File: src/rtl/acc_isa_pkg.sv
// ISA, ALU-select, FSM state and error-code definitions for the accumulator processor.
// Shared by the control unit, the datapath and the bench.
package acc_isa_pkg;

    localparam logic [3:0] OP_NOP = 4'h0;
    localparam logic [3:0] OP_LDA = 4'h1;
    localparam logic [3:0] OP_STA = 4'h2;
    localparam logic [3:0] OP_ADD = 4'h3;
    localparam logic [3:0] OP_SUB = 4'h4;
    localparam logic [3:0] OP_AND = 4'h5;
    localparam logic [3:0] OP_OR  = 4'h6;
    localparam logic [3:0] OP_NOT = 4'h7;
    localparam logic [3:0] OP_JMP = 4'h8;
    localparam logic [3:0] OP_JZ  = 4'h9;
    localparam logic [3:0] OP_HLT = 4'hF;

    localparam logic [2:0] ALU_PASS_B = 3'd0;
    localparam logic [2:0] ALU_ADD    = 3'd1;
    localparam logic [2:0] ALU_SUB    = 3'd2;
    localparam logic [2:0] ALU_AND    = 3'd3;
    localparam logic [2:0] ALU_OR     = 3'd4;
    localparam logic [2:0] ALU_NOT_A  = 3'd5;

    localparam logic [1:0] ERR_NONE    = 2'd0;
    localparam logic [1:0] ERR_ILLEGAL = 2'd1;
    localparam logic [1:0] ERR_TIMEOUT = 2'd2;

    typedef enum logic [2:0] {
        S_IDLE, S_FETCH, S_DECODE, S_MEMRD, S_MEMWR, S_EXEC, S_HALT
    } state_t;

    // ALU select for memory-operand instructions; LDA passes memory data through.
    function automatic logic [2:0] alu_for(input logic [3:0] op);
        case (op)
            OP_ADD:  return ALU_ADD;
            OP_SUB:  return ALU_SUB;
            OP_AND:  return ALU_AND;
            OP_OR:   return ALU_OR;
            default: return ALU_PASS_B;
        endcase
    endfunction

endpackage

File: src/rtl/acc_mem_wait_timer.sv
// Counts consecutive ack-less cycles of a memory request; expired flags the
// TIMEOUT-th such cycle combinationally so the FSM can abort on that edge.
module acc_mem_wait_timer #(
    parameter int TIMEOUT = 15
) (
    input  logic clk,
    input  logic rst,
    input  logic clear,
    input  logic cnt_en,
    output logic expired
);
    localparam int TW = $clog2(TIMEOUT + 1);

    logic [TW-1:0] cnt;

    always_ff @(posedge clk or negedge rst) begin
        if (!rst)
            cnt <= '0;
        else if (clear)
            cnt <= '0;
        else if (cnt_en)
            cnt <= cnt + 1'b1;
    end

    assign expired = cnt_en && (cnt == TW'(TIMEOUT - 1));

endmodule

File: src/rtl/acc_ctrl_unit.sv
// Multicycle fetch/decode/execute sequencer for the 16-bit accumulator processor.
// Memory handshake: mem_rd/mem_wr stay high until a cycle with mem_ack, which completes the transfer.
module acc_ctrl_unit
    import acc_isa_pkg::*;
#(
    parameter int OPW     = 4,
    parameter int TIMEOUT = 15,
    parameter int CNTW    = 16
) (
    input  logic            clk,
    input  logic            rst,
    input  logic            start,
    input  logic [OPW-1:0]  opcode,
    input  logic            acc_zero,
    input  logic            mem_ack,
    output logic            mem_rd,
    output logic            mem_wr,
    output logic            addr_sel,
    output logic            ir_load,
    output logic            pc_inc,
    output logic            pc_load,
    output logic            acc_load,
    output logic [2:0]      alu_op,
    output logic            halted,
    output logic [1:0]      err,
    output logic [CNTW-1:0] retired_cnt,
    output state_t          dbg_state
);
    state_t     state, state_next;
    logic       retire;
    logic [1:0] err_set;
    logic       in_wait;
    logic       expired;

    assign in_wait   = (state == S_FETCH) || (state == S_MEMRD) || (state == S_MEMWR);
    assign dbg_state = state;

    // Timer is held at zero outside the wait states, so every entry starts from zero.
    acc_mem_wait_timer #(.TIMEOUT(TIMEOUT)) u_timer (
        .clk     (clk),
        .rst     (rst),
        .clear   (!in_wait || mem_ack),
        .cnt_en  (in_wait && !mem_ack),
        .expired (expired)
    );

    always_ff @(posedge clk or negedge rst) begin
        if (!rst) begin
            state       <= S_IDLE;
            halted      <= 1'b0;
            err         <= ERR_NONE;
            retired_cnt <= '0;
        end else begin
            state  <= state_next;
            halted <= (state_next == S_HALT);
            if (err_set != ERR_NONE)
                err <= err_set;
            if (retire)
                retired_cnt <= retired_cnt + 1'b1;
        end
    end

    always_comb begin
        state_next = state;
        mem_rd     = 1'b0;
        mem_wr     = 1'b0;
        addr_sel   = 1'b0;
        ir_load    = 1'b0;
        pc_inc     = 1'b0;
        pc_load    = 1'b0;
        acc_load   = 1'b0;
        alu_op     = ALU_PASS_B;
        retire     = 1'b0;
        err_set    = ERR_NONE;
        case (state)
            S_IDLE: begin
                if (start)
                    state_next = S_FETCH;
            end
            S_FETCH: begin
                mem_rd = 1'b1;
                if (mem_ack) begin
                    ir_load    = 1'b1;
                    pc_inc     = 1'b1;
                    state_next = S_DECODE;
                end else if (expired) begin
                    err_set    = ERR_TIMEOUT;
                    state_next = S_HALT;
                end
            end
            S_DECODE: begin
                case (opcode)
                    OP_LDA, OP_ADD, OP_SUB, OP_AND, OP_OR: state_next = S_MEMRD;
                    OP_STA: state_next = S_MEMWR;
                    OP_NOT: state_next = S_EXEC;
                    OP_JMP: begin
                        pc_load    = 1'b1;
                        retire     = 1'b1;
                        state_next = S_FETCH;
                    end
                    OP_JZ: begin
                        pc_load    = acc_zero;
                        retire     = 1'b1;
                        state_next = S_FETCH;
                    end
                    OP_NOP: begin
                        retire     = 1'b1;
                        state_next = S_FETCH;
                    end
                    OP_HLT: begin
                        retire     = 1'b1;
                        state_next = S_HALT;
                    end
                    default: begin
                        err_set    = ERR_ILLEGAL;
                        state_next = S_HALT;
                    end
                endcase
            end
            S_MEMRD: begin
                mem_rd   = 1'b1;
                addr_sel = 1'b1;
                alu_op   = alu_for(opcode);
                if (mem_ack) begin
                    acc_load   = 1'b1;
                    retire     = 1'b1;
                    state_next = S_FETCH;
                end else if (expired) begin
                    err_set    = ERR_TIMEOUT;
                    state_next = S_HALT;
                end
            end
            S_MEMWR: begin
                mem_wr   = 1'b1;
                addr_sel = 1'b1;
                if (mem_ack) begin
                    retire     = 1'b1;
                    state_next = S_FETCH;
                end else if (expired) begin
                    err_set    = ERR_TIMEOUT;
                    state_next = S_HALT;
                end
            end
            S_EXEC: begin
                alu_op     = ALU_NOT_A;
                acc_load   = 1'b1;
                retire     = 1'b1;
                state_next = S_FETCH;
            end
            S_HALT: state_next = S_HALT;
            default: state_next = S_IDLE;
        endcase
    end

endmodule

File: config.mk
export PLATFORM = sky130hd
export DESIGN_NAME = acc_ctrl_unit
export DESIGN_NICKNAME = d
export VERILOG_FILES = /design/src/rtl/acc_isa_pkg.sv /design/src/rtl/acc_mem_wait_timer.sv /design/src/rtl/acc_ctrl_unit.sv
export SDC_FILE = /design/constraint.sdc
export NUM_CORES = 1
export LEC_CHECK = 0
export ABC_AREA = 1
export CAP_MARGIN = 40
export CORE_UTILIZATION = 50
export CTS_BUF_LIST = sky130_fd_sc_hd__clkbuf_4 sky130_fd_sc_hd__clkbuf_8 sky130_fd_sc_hd__clkbuf_16
export DETAILED_ROUTE_END_ITERATION = 12
export PLACE_DENSITY = 0.8
export RECOVER_POWER = 25
export SKIP_LAST_GASP = 1
export SLEW_MARGIN = 40
export SYNTH_ARGS = -nofsm -noshare
export SYNTH_HDL_FRONTEND = slang
export SYNTH_SLANG_ARGS = --single-unit
File: constraint.sdc
create_clock -name clk -period 3.4 [get_ports clk]
set_input_delay 0.68 -clock clk [delete_from_list [all_inputs] [get_ports clk]]
set_output_delay 0.68 -clock clk [all_outputs]
set_load 0.1 [all_outputs]
Word level (Yosys, flattened, before mapping). Cells that the tools add are included.

Latch bits: 0. Memories kept: 0. Output and inout port bits: 32. Input port bits: 9. Flip-flop bits (word level): 26. Bits in read-only memories: 0. Bits in writable memories: 0.

Shift operators: 0. Multiplexer cells: 24. $lt $le $gt $ge: 0. Reduce and logical (&&, ||, !) cells: 18. Div/mod/pow operators: 0. Equal/unequal tests: 18. $mul: 0. Bitwise operators: 0. $add $sub $neg: 2.

Operator list (number): one-hot mux 3 bit (4 select lines) (2); one-hot mux 3 bit (6 select lines) (1); adder 16 x 1 -> 16 bit (second input constant) (1); == test 4 x 3 -> 1 bit (second input constant) (4); == test 4 bit (second input constant) (4); == test 3 bit (second input constant) (4); two-way mux 3 bit (4); OR reduction 11 bit (1); == test 4 x 2 -> 1 bit (second input constant) (2); two-way mux 1 bit (8); two-way mux 4 bit (2); == test 3 x 2 -> 1 bit (second input constant) (2); one-hot mux 3 bit (2 select lines) (1); OR reduction 3 bit (2); OR reduction 5 bit (1); adder 4 x 1 -> 4 bit (second input constant) (1); == test 4 x 1 -> 1 bit (second input constant) (1); zero test 4 bit (1); two-way mux 2 bit (2); one-hot mux 1 bit (2 select lines) (2); one-hot mux 2 bit (2 select lines) (1); nonzero test 2 bit (2); OR reduction 2 bit (2); OR reduction 4 bit (1); other kinds (6) (10).

Depth between registers and ports, before layout. Gate-level depths: netlist of run 1.

Depth in word-level cells: 9. Gate-level depth with buffers: 10.

Modules after synthesis. Synthesis of run 1 repeated with hierarchy kept, for this count alone.

Cells, all modules: 274. Area total of the unflattened synthesis: 1838.0 um2.

Modules (own cells, without submodules): acc_ctrl_unit (instances 1, area an instance 1616.6 um2, cells each 247); acc_mem_wait_timer (instances 1, area an instance 221.5 um2, cells each 27).

Worst setup path after synthesis of run 1. No wires, ideal clock.

Path type: flip-flop to output port. From: register state[1], in the netlist dbg_state[1]. To: output pc_load. Data arrival time: 4053 ps. Path slack: -1333 ps. Buffers on the path: 0. Data required time: 2720 ps. Stages on the path, launching flop included: 3. Path through: dfrtp_1 -> nand2_1 -> nor4_1.

Cells in the longest elaborated chain, start to end: 2.

RTL lines: from (decl) (line acc_ctrl_unit.sv:29) `state_t state, state_next;`; from (signal assigned) (line acc_ctrl_unit.sv:54) `state <= state_next;`; == test 3 x 2 -> 1 bit (line acc_ctrl_unit.sv:75) `case (state)`; two-way mux 1 bit (line acc_ctrl_unit.sv:75); to (decl) (line acc_ctrl_unit.sv:21) `output logic pc_load,`.

No other way between the ends.

Worst setup path in the final report of run 1.
From: input opcode[3]. To: output pc_load.

Cells in the longest elaborated chain, start to end: 3.

RTL lines: from (decl) (line acc_ctrl_unit.sv:13) `input logic [OPW-1:0] opcode,`; == test 4 bit (line acc_ctrl_unit.sv:92) `case (opcode)`; one-hot mux 1 bit (2 select lines) * (line acc_ctrl_unit.sv:92); two-way mux 1 bit * (line acc_ctrl_unit.sv:75).

Mark *: on every way between the ends. The rest lies on a longest branch, timed or not.

==> flow_metrics.env, run 1 <==
export IMPL_path_delay_family="buffers and inverters"
export IMPL_synth_area_top_cells="dfrtp_1 37%, nand2_1 18%, nand3_1 7.3%"
export IMPL_dpl_cell_area_um2=2210
export IMPL_syn_avg_cell_area_um2=6.85
export IMPL_cts_setup_buffers=0
export IMPL_avgRoutedWirePerCell_um=11.9
export IMPL_p_per_area_nw_per_um2=704
export IMPL_synth_top_cell_by_area="dfrtp_1"
export IMPL_syn_cell_area_um2=1770
export IMPL_worst_setup_path_end_kind="primary output"
export IMPL_htree_levels=1
export IMPL_design_area_um2=2240
export IMPL_yosys_cell_types_count=31
export IMPL_cts_hold_buf=0
export IMPL_cp_arrival_ns=2.07
export IMPL_numPortBuffers=40
export IMPL_synth_most_common_cell="nand2_1"
export IMPL_grt_max_degree=27
export IMPL_synth_edf_count=0
export IMPL_numCtsBuffers=3
export IMPL_final_max_slew_violation_count=0
export IMPL_switching_share_pct=59.5
export IMPL_hp_class="reg2reg"
export IMPL_async_reset_ff_share_pct=100
export IMPL_wirelength_mm=4.09
export IMPL_critPathBufInv=3
export IMPL_p_sw_uw=938
export IMPL_p_total_uw=1580
export IMPL_ctsRootBufferMaster="clkbuf_4"
export IMPL_final_antenna_net_count=0
export IMPL_cts_path_max_buffers=2
export IMPL_start_util_pct=52.8
export IMPL_leakagePower_uw=0.00117
export IMPL_cts_reportedPaths_clkPinSlew_ns=0.13
export IMPL_dieHeight_um=61.6
export IMPL_fillers=321
export IMPL_fin_skew_ns=0.00801
export IMPL_cp_max_fo=5
export IMPL_slew_limit_headroom_pct=8.12
export IMPL_crit_start="opcode[3]"
export IMPL_synth_seq_cells=26
export IMPL_cp_data_required_time_ns=2.72
export IMPL_fin_nets=313
export IMPL_hold_viol=0
export IMPL_cts_sinks=26
export IMPL_hold_start="u_timer.cnt[0]"
export IMPL_p_int_uw=638
export IMPL_synthTopCellsByCount="83 x nand2_1, 31 x nor2_1, 28 x inv_1"
export IMPL_track_usage_pct=23.3
export IMPL_fin_crit_sh_pct=80.8
export IMPL_worstSetupPathType="in2out"
export IMPL_drt_iter0_markers=165
export IMPL_cts_tree="done"
export IMPL_rsz0062_at_grt="no"
export IMPL_vias=1737
export IMPL_io_pins=41
export IMPL_fp_row_count=21
export IMPL_synth_nets=272
export IMPL_place_hpwl_mm=3.10
export IMPL_seqPwrFrac_pct=26.3
export IMPL_min_period_ns=2.75
export IMPL_drt_pass1_iter_count=5
export IMPL_power_frac_clock_pct=9.9
export IMPL_dp_cells=341
export IMPL_cts_resized=0
export IMPL_critPathLaunchType="primary input"
export IMPL_synth_top_area_share_pct=36.7
export IMPL_ir_drop_mv=0.462
export IMPL_drcViolationCount=0
export IMPL_grt_pass1_vias=1498
export IMPL_synth_warnings=0
export IMPL_areaGrowthSynthToFinish_pct=26.2
export IMPL_fp_dieW_um=61.6
export IMPL_synth_ff_type="dfrtp_1"
export IMPL_antenna_cells=0
export IMPL_cap_violations=0
export IMPL_slowest_delay_ns=0.55
export IMPL_path_cells="clkdlybuf4s50_1 > inv_1 > nor2_1 > o21ai_0 > nor4_2 > buf_12"
export IMPL_drive_above_1_share_pct=16.4
export IMPL_fmax_ghz=0.364
export IMPL_cp_slowest_cell="clkdlybuf4s50_1"
export IMPL_grt_pass1_wl_mm=6.60
export IMPL_core_area_um2=3360
export IMPL_p_comb_share_pct=63.8
export IMPL_r2r_slack_ns=1.60
export IMPL_vias_per_cell=5.03
export IMPL_synthCells=259
export IMPL_antenna_found_initial=0
export IMPL_gp_congestion=0.912
export IMPL_reg2reg_from="dbg_state[2]"
export IMPL_setup_violations=0
export IMPL_worstMarginPinSlew_ns=1.38
export IMPL_gr_total_overflow=0
export IMPL_die_area_um2=3790
export IMPL_clock_latency_ns=0.33
export IMPL_yosysSeqAreaShare_pct=36.7
export IMPL_run_status="completed"
export IMPL_final_instance_count_excl_fill=345
## through the flow
step,setup TNS [ns],util [%],hold slack [ns],worst slack [ns]
after floorplan,-0.419,-,0.384,-0.231
after global placement,0,66.1,0.471,0.698
after detailed placement,0,65.6,0.480,0.672
after CTS,0,66.7,0.510,0.662
after global routing,0,66.6,0.531,0.575
final,0,66.6,0.499,0.651
## metal layers
metal | wire [um] | GRT usage (%)
met3 | 188 | 3.99
met4 | 26 | 6.98
met2 | 1890 | 35.2
met5 | 0 | 0
met1 | 1990 | 34.1
## area by class of cell
class	instances	area [um2]	area share, %
Sequential cell	26	651	29.1
Clock buffer	4	36.3	1.62
Inverter	32	120	5.36
Tap cell	46	57.6	2.57
Multi-Input combinational cell	196	983	43.9
Timing Repair Buffer	41	392	17.5
## cell families after synthesis
kind of cell / synth area share [%]
and+or+nand+nor: 39.1
buffers and inverters: 8.74
DFF: 36.7
AOI/OAI and AO/OA: 6.77
xor gates and xnor gates: 5.92
adders and majority gates: 2.82
## layout by cell type, fill, tap and decap left out, types with 2 or more instances in the layout
master,netlist,layout
nor3_1,7,6
clkdlybuf4s50_1,0,7
inv_2,3,3
o21ai_0,10,7
xnor2_1,4,4
buf_2,1,3
dfrtp_1,26,26
o21ai_1,0,2
buf_4,2,23
nand2_1,83,83
nand3b_1,2,2
xor2_1,8,8
nand2_2,3,3
buf_12,0,6
a21oi_1,2,2
nand2_4,2,2
clkbuf_4,0,3
ha_1,4,4
nand4_1,4,4
inv_1,28,28
nor2_1,31,31
nand3_1,26,26
## flip-flops by register name, summed over array words and instances, names as in the netlist
name / flops
dbg_state: 3
err: 2
halted: 1
retired_cnt: 16
u_timer.cnt: 4
## worst register-to-register path, cell delays in order (launching register included)
cell and delay, ns:
dfrtp_1 0.47, inv_2 0.12, ha_1 0.69, nand2_4 0.25
nand2_1 0.12, nand2_1 0.05
## worst paths after layout
| check | cells after the start | to |
|---|---|---|
| worst max-delay path | 6 | pc_load |
| worst min-delay path | 1 | u_timer.cnt[0] |
| worst max register to register | 5 | retired_cnt[2] |
| worst min register to register | 1 | u_timer.cnt[0] |
| max in group asynchronous | 2 | dbg_state[1] |
| min in group asynchronous | 2 | retired_cnt[14] |
## power by group through the flow
stage          sequential, uW  combinational [uW]  clock (uW)
2_1_floorplan             684                 523           0
3_3_place_gp              418                1010           0
3_5_place_dp              420                1000           0
4_1_cts                   414                1010         162
5_1_grt                   423                1060         170
6_report                  414                1010         156
No activity file was read; power rests on OpenSTA's default activity.
==> inputs of run 2 (changes only) <==
--- a/config.mk
+++ b/config.mk
@@ -7,10 +7,10 @@
 export LEC_CHECK = 0
 export ABC_AREA = 1
 export CAP_MARGIN = 40
-export CORE_UTILIZATION = 50
+export CORE_UTILIZATION = 45
 export CTS_BUF_LIST = sky130_fd_sc_hd__clkbuf_4 sky130_fd_sc_hd__clkbuf_8 sky130_fd_sc_hd__clkbuf_16
 export DETAILED_ROUTE_END_ITERATION = 12
-export PLACE_DENSITY = 0.8
+export PLACE_DENSITY = 0.76
 export RECOVER_POWER = 25
 export SKIP_LAST_GASP = 1
 export SLEW_MARGIN = 40
==> constraint.sdc (replaced) <==
create_clock -name clk -period 2.35 [get_ports clk]
set_input_delay 0.47 -clock clk [delete_from_list [all_inputs] [get_ports clk]]
set_output_delay 0.47 -clock clk [all_outputs]
set_load 0.1 [all_outputs]
==> flow_metrics.env, run 2 (synthesized netlist as in run 1, its figures left out) <==
export IMPL_mostFrequentLayoutCell="nand2_1"
export IMPL_p_int_uw=1190
export IMPL_cp_max_fo=4
export IMPL_drcViolationCount=0
export IMPL_largest_reg_flops=16
export IMPL_start_util_pct=47.7
export IMPL_gp_congestion=0.861
export IMPL_final_instance_count_excl_fill=352
export IMPL_r2r_slack_ns=0.68
export IMPL_fp_dieW_um=64.8
export IMPL_avgRoutedWirePerCell_um=11.6
export IMPL_rsz0062_at_grt="no"
export IMPL_multi_input_area_um2=1020
export IMPL_run_status="completed"
export IMPL_fin_nets=318
export IMPL_reg2reg_from="dbg_state[2]"
export IMPL_path_delay_family="buffers and inverters"
export IMPL_fp_row_count=22
export IMPL_p_comb_share_pct=61.6
export IMPL_core_area_um2=3720
export IMPL_drt_pass1_iter_count=4
export IMPL_hp_class="reg2reg"
export IMPL_htree_levels=1
export IMPL_cp_slowest_cell="clkdlybuf4s50_1"
export IMPL_wl_met2_mm=1.85
export IMPL_fin_skew_ns=0.00240
export IMPL_fin_crit_sh_pct=96.1
export IMPL_hold_start="u_timer.cnt[0]"
export IMPL_cts_setup_buffers=0
export IMPL_cts_tree="done"
export IMPL_numCtsBuffers=3
export IMPL_critPathLaunchType="primary input"
export IMPL_ff_latch_area_um2=662
export IMPL_cts_hold_buf=0
export IMPL_slowest_delay_ns=0.53
export IMPL_min_path_cells=1
export IMPL_worstMarginPinSlew_ns=1.39
export IMPL_setup_violations=0
export IMPL_final_max_slew_violation_count=0
export IMPL_cts_path_max_buffers=2
export IMPL_dpl_cell_area_um2=2360
export IMPL_fin_util_pct=65.2
export IMPL_fin_tns_setup_ns=0
export IMPL_antenna_found_initial=0
export IMPL_cts_reportedPaths_clkPinSlew_ns=0.09
export IMPL_route_layer_met1_wl_mm=1.98
export IMPL_final_cell_mix="81 x nand2_1, 30 x nor2_1, 28 x inv_1"
export IMPL_antenna_cells=0
export IMPL_fmax_ghz=0.443
export IMPL_worst_setup_path_end_kind="primary output"
export IMPL_vias=1747
export IMPL_track_usage_pct=21.2
export IMPL_ir_drop_mv=0.764
export IMPL_cap_violations=0
export IMPL_gr_total_overflow=0
export IMPL_cts_sinks=26
export IMPL_min_period_ns=2.26
export IMPL_cts_resized=0
export IMPL_areaGrowthSynthToFinish_pct=36.6
export IMPL_r2r_end="halted"
export IMPL_vias_per_cell=4.96
export IMPL_clock_latency_ns=0.27
export IMPL_seqPwrFrac_pct=24.2
export IMPL_leakagePower_uw=0.00123
export IMPL_cp_arrival_ns=1.79
export IMPL_wl_met3_um=223
export IMPL_path_cells="clkdlybuf4s50_1 > inv_1 > nor2_1 > nand2_1 > o21ai_2 > buf_12"
export IMPL_drt_iter0_markers=109
export IMPL_top_layer_used="met4"
export IMPL_final_antenna_net_count=0
export IMPL_die_area_um2=4200
export IMPL_regMostFlops="retired_cnt"
export IMPL_cp_data_required_time_ns=1.88
export IMPL_hold_viol=0
export IMPL_wirelength_mm=4.09
export IMPL_slew_limit_headroom_pct=7.32
export IMPL_p_sw_uw=1410
export IMPL_cp_num_cells=6
export IMPL_p_per_area_nw_per_um2=1070
export IMPL_grt_pass1_vias=1606
export IMPL_power_frac_clock_pct=14.2
export IMPL_reg2regPathDepth=7
export IMPL_io_pins=41
export IMPL_dp_cells=348
export IMPL_ctsRootBufferMaster="clkbuf_8"
export IMPL_grt_max_degree=27
export IMPL_drive_above_1_share_pct=20.4
export IMPL_place_hpwl_mm=3.25
export IMPL_fillers=349
export IMPL_min_to="u_timer.cnt[0]"
export IMPL_switching_share_pct=54.2
export IMPL_dieHeight_um=64.8
export IMPL_grt_pass1_wl_mm=7.04
export IMPL_numPortBuffers=40
export IMPL_worstSetupPathType="in2out"
export IMPL_critPathBufInv=3
export IMPL_design_area_um2=2420
-- run 2: cell count changes in the layout (fill, tap and decap cells not counted), sizes merged --
cell	change
buf	+5
clkdlybuf4s50	+1
dlygate4sd3	-1
clkbuf	-1
bufinv	+1
-- run 2: cell type report --
| class | instances | area share (%) |
|---|---|---|
| timing repair buffer | 46 | 20.1 |
| sequential | 26 | 27.3 |
| tap | 48 | 2.48 |
| clock inverter | 1 | 1.24 |
| clock buffer | 3 | 1.70 |
| multi-input combinational | 196 | 42.0 |
| inverter | 32 | 5.16 |
-- run 2: worst max-delay path by stage --
stage,startpoint,endpoint
final,opcode[2],alu_op[2]
after floorplan,dbg_state[1],pc_inc
after detailed placement,opcode[2],alu_op[2]
after global routing,opcode[2],alu_op[0]
after global placement,opcode[2],alu_op[2]
after CTS,opcode[2],alu_op[2]
-- run 2: power by group through the flow --
stage / Combinational (uW) / Sequential, uW / Clock (uW)
after floorplan: 802 / 1020 / 0
after global placement: 1600 / 635 / 0
after detailed placement: 1610 / 638 / 0
after CTS: 1610 / 629 / 379
after global routing: 1690 / 642 / 395
final: 1600 / 628 / 370
-- run 2: per-stage QoR --
stage               total power [uW]  hold slack, ns  setup slack (ns)
detailed placement              2240           0.491            0.0909
finish                          2600           0.493            0.0907
floorplan                       1820           0.174           -0.0906
global placement                2230           0.479             0.140
global route                    2730           0.522            0.0187
CTS                             2620           0.505            0.0893
-- run 2: metal layers --
metal	track usage, %	vias to the layer above
met5	0	-
met2	34.2	43
met4	5.28	0
met3	3.87	4
met1	29.1	787
li1	-	913
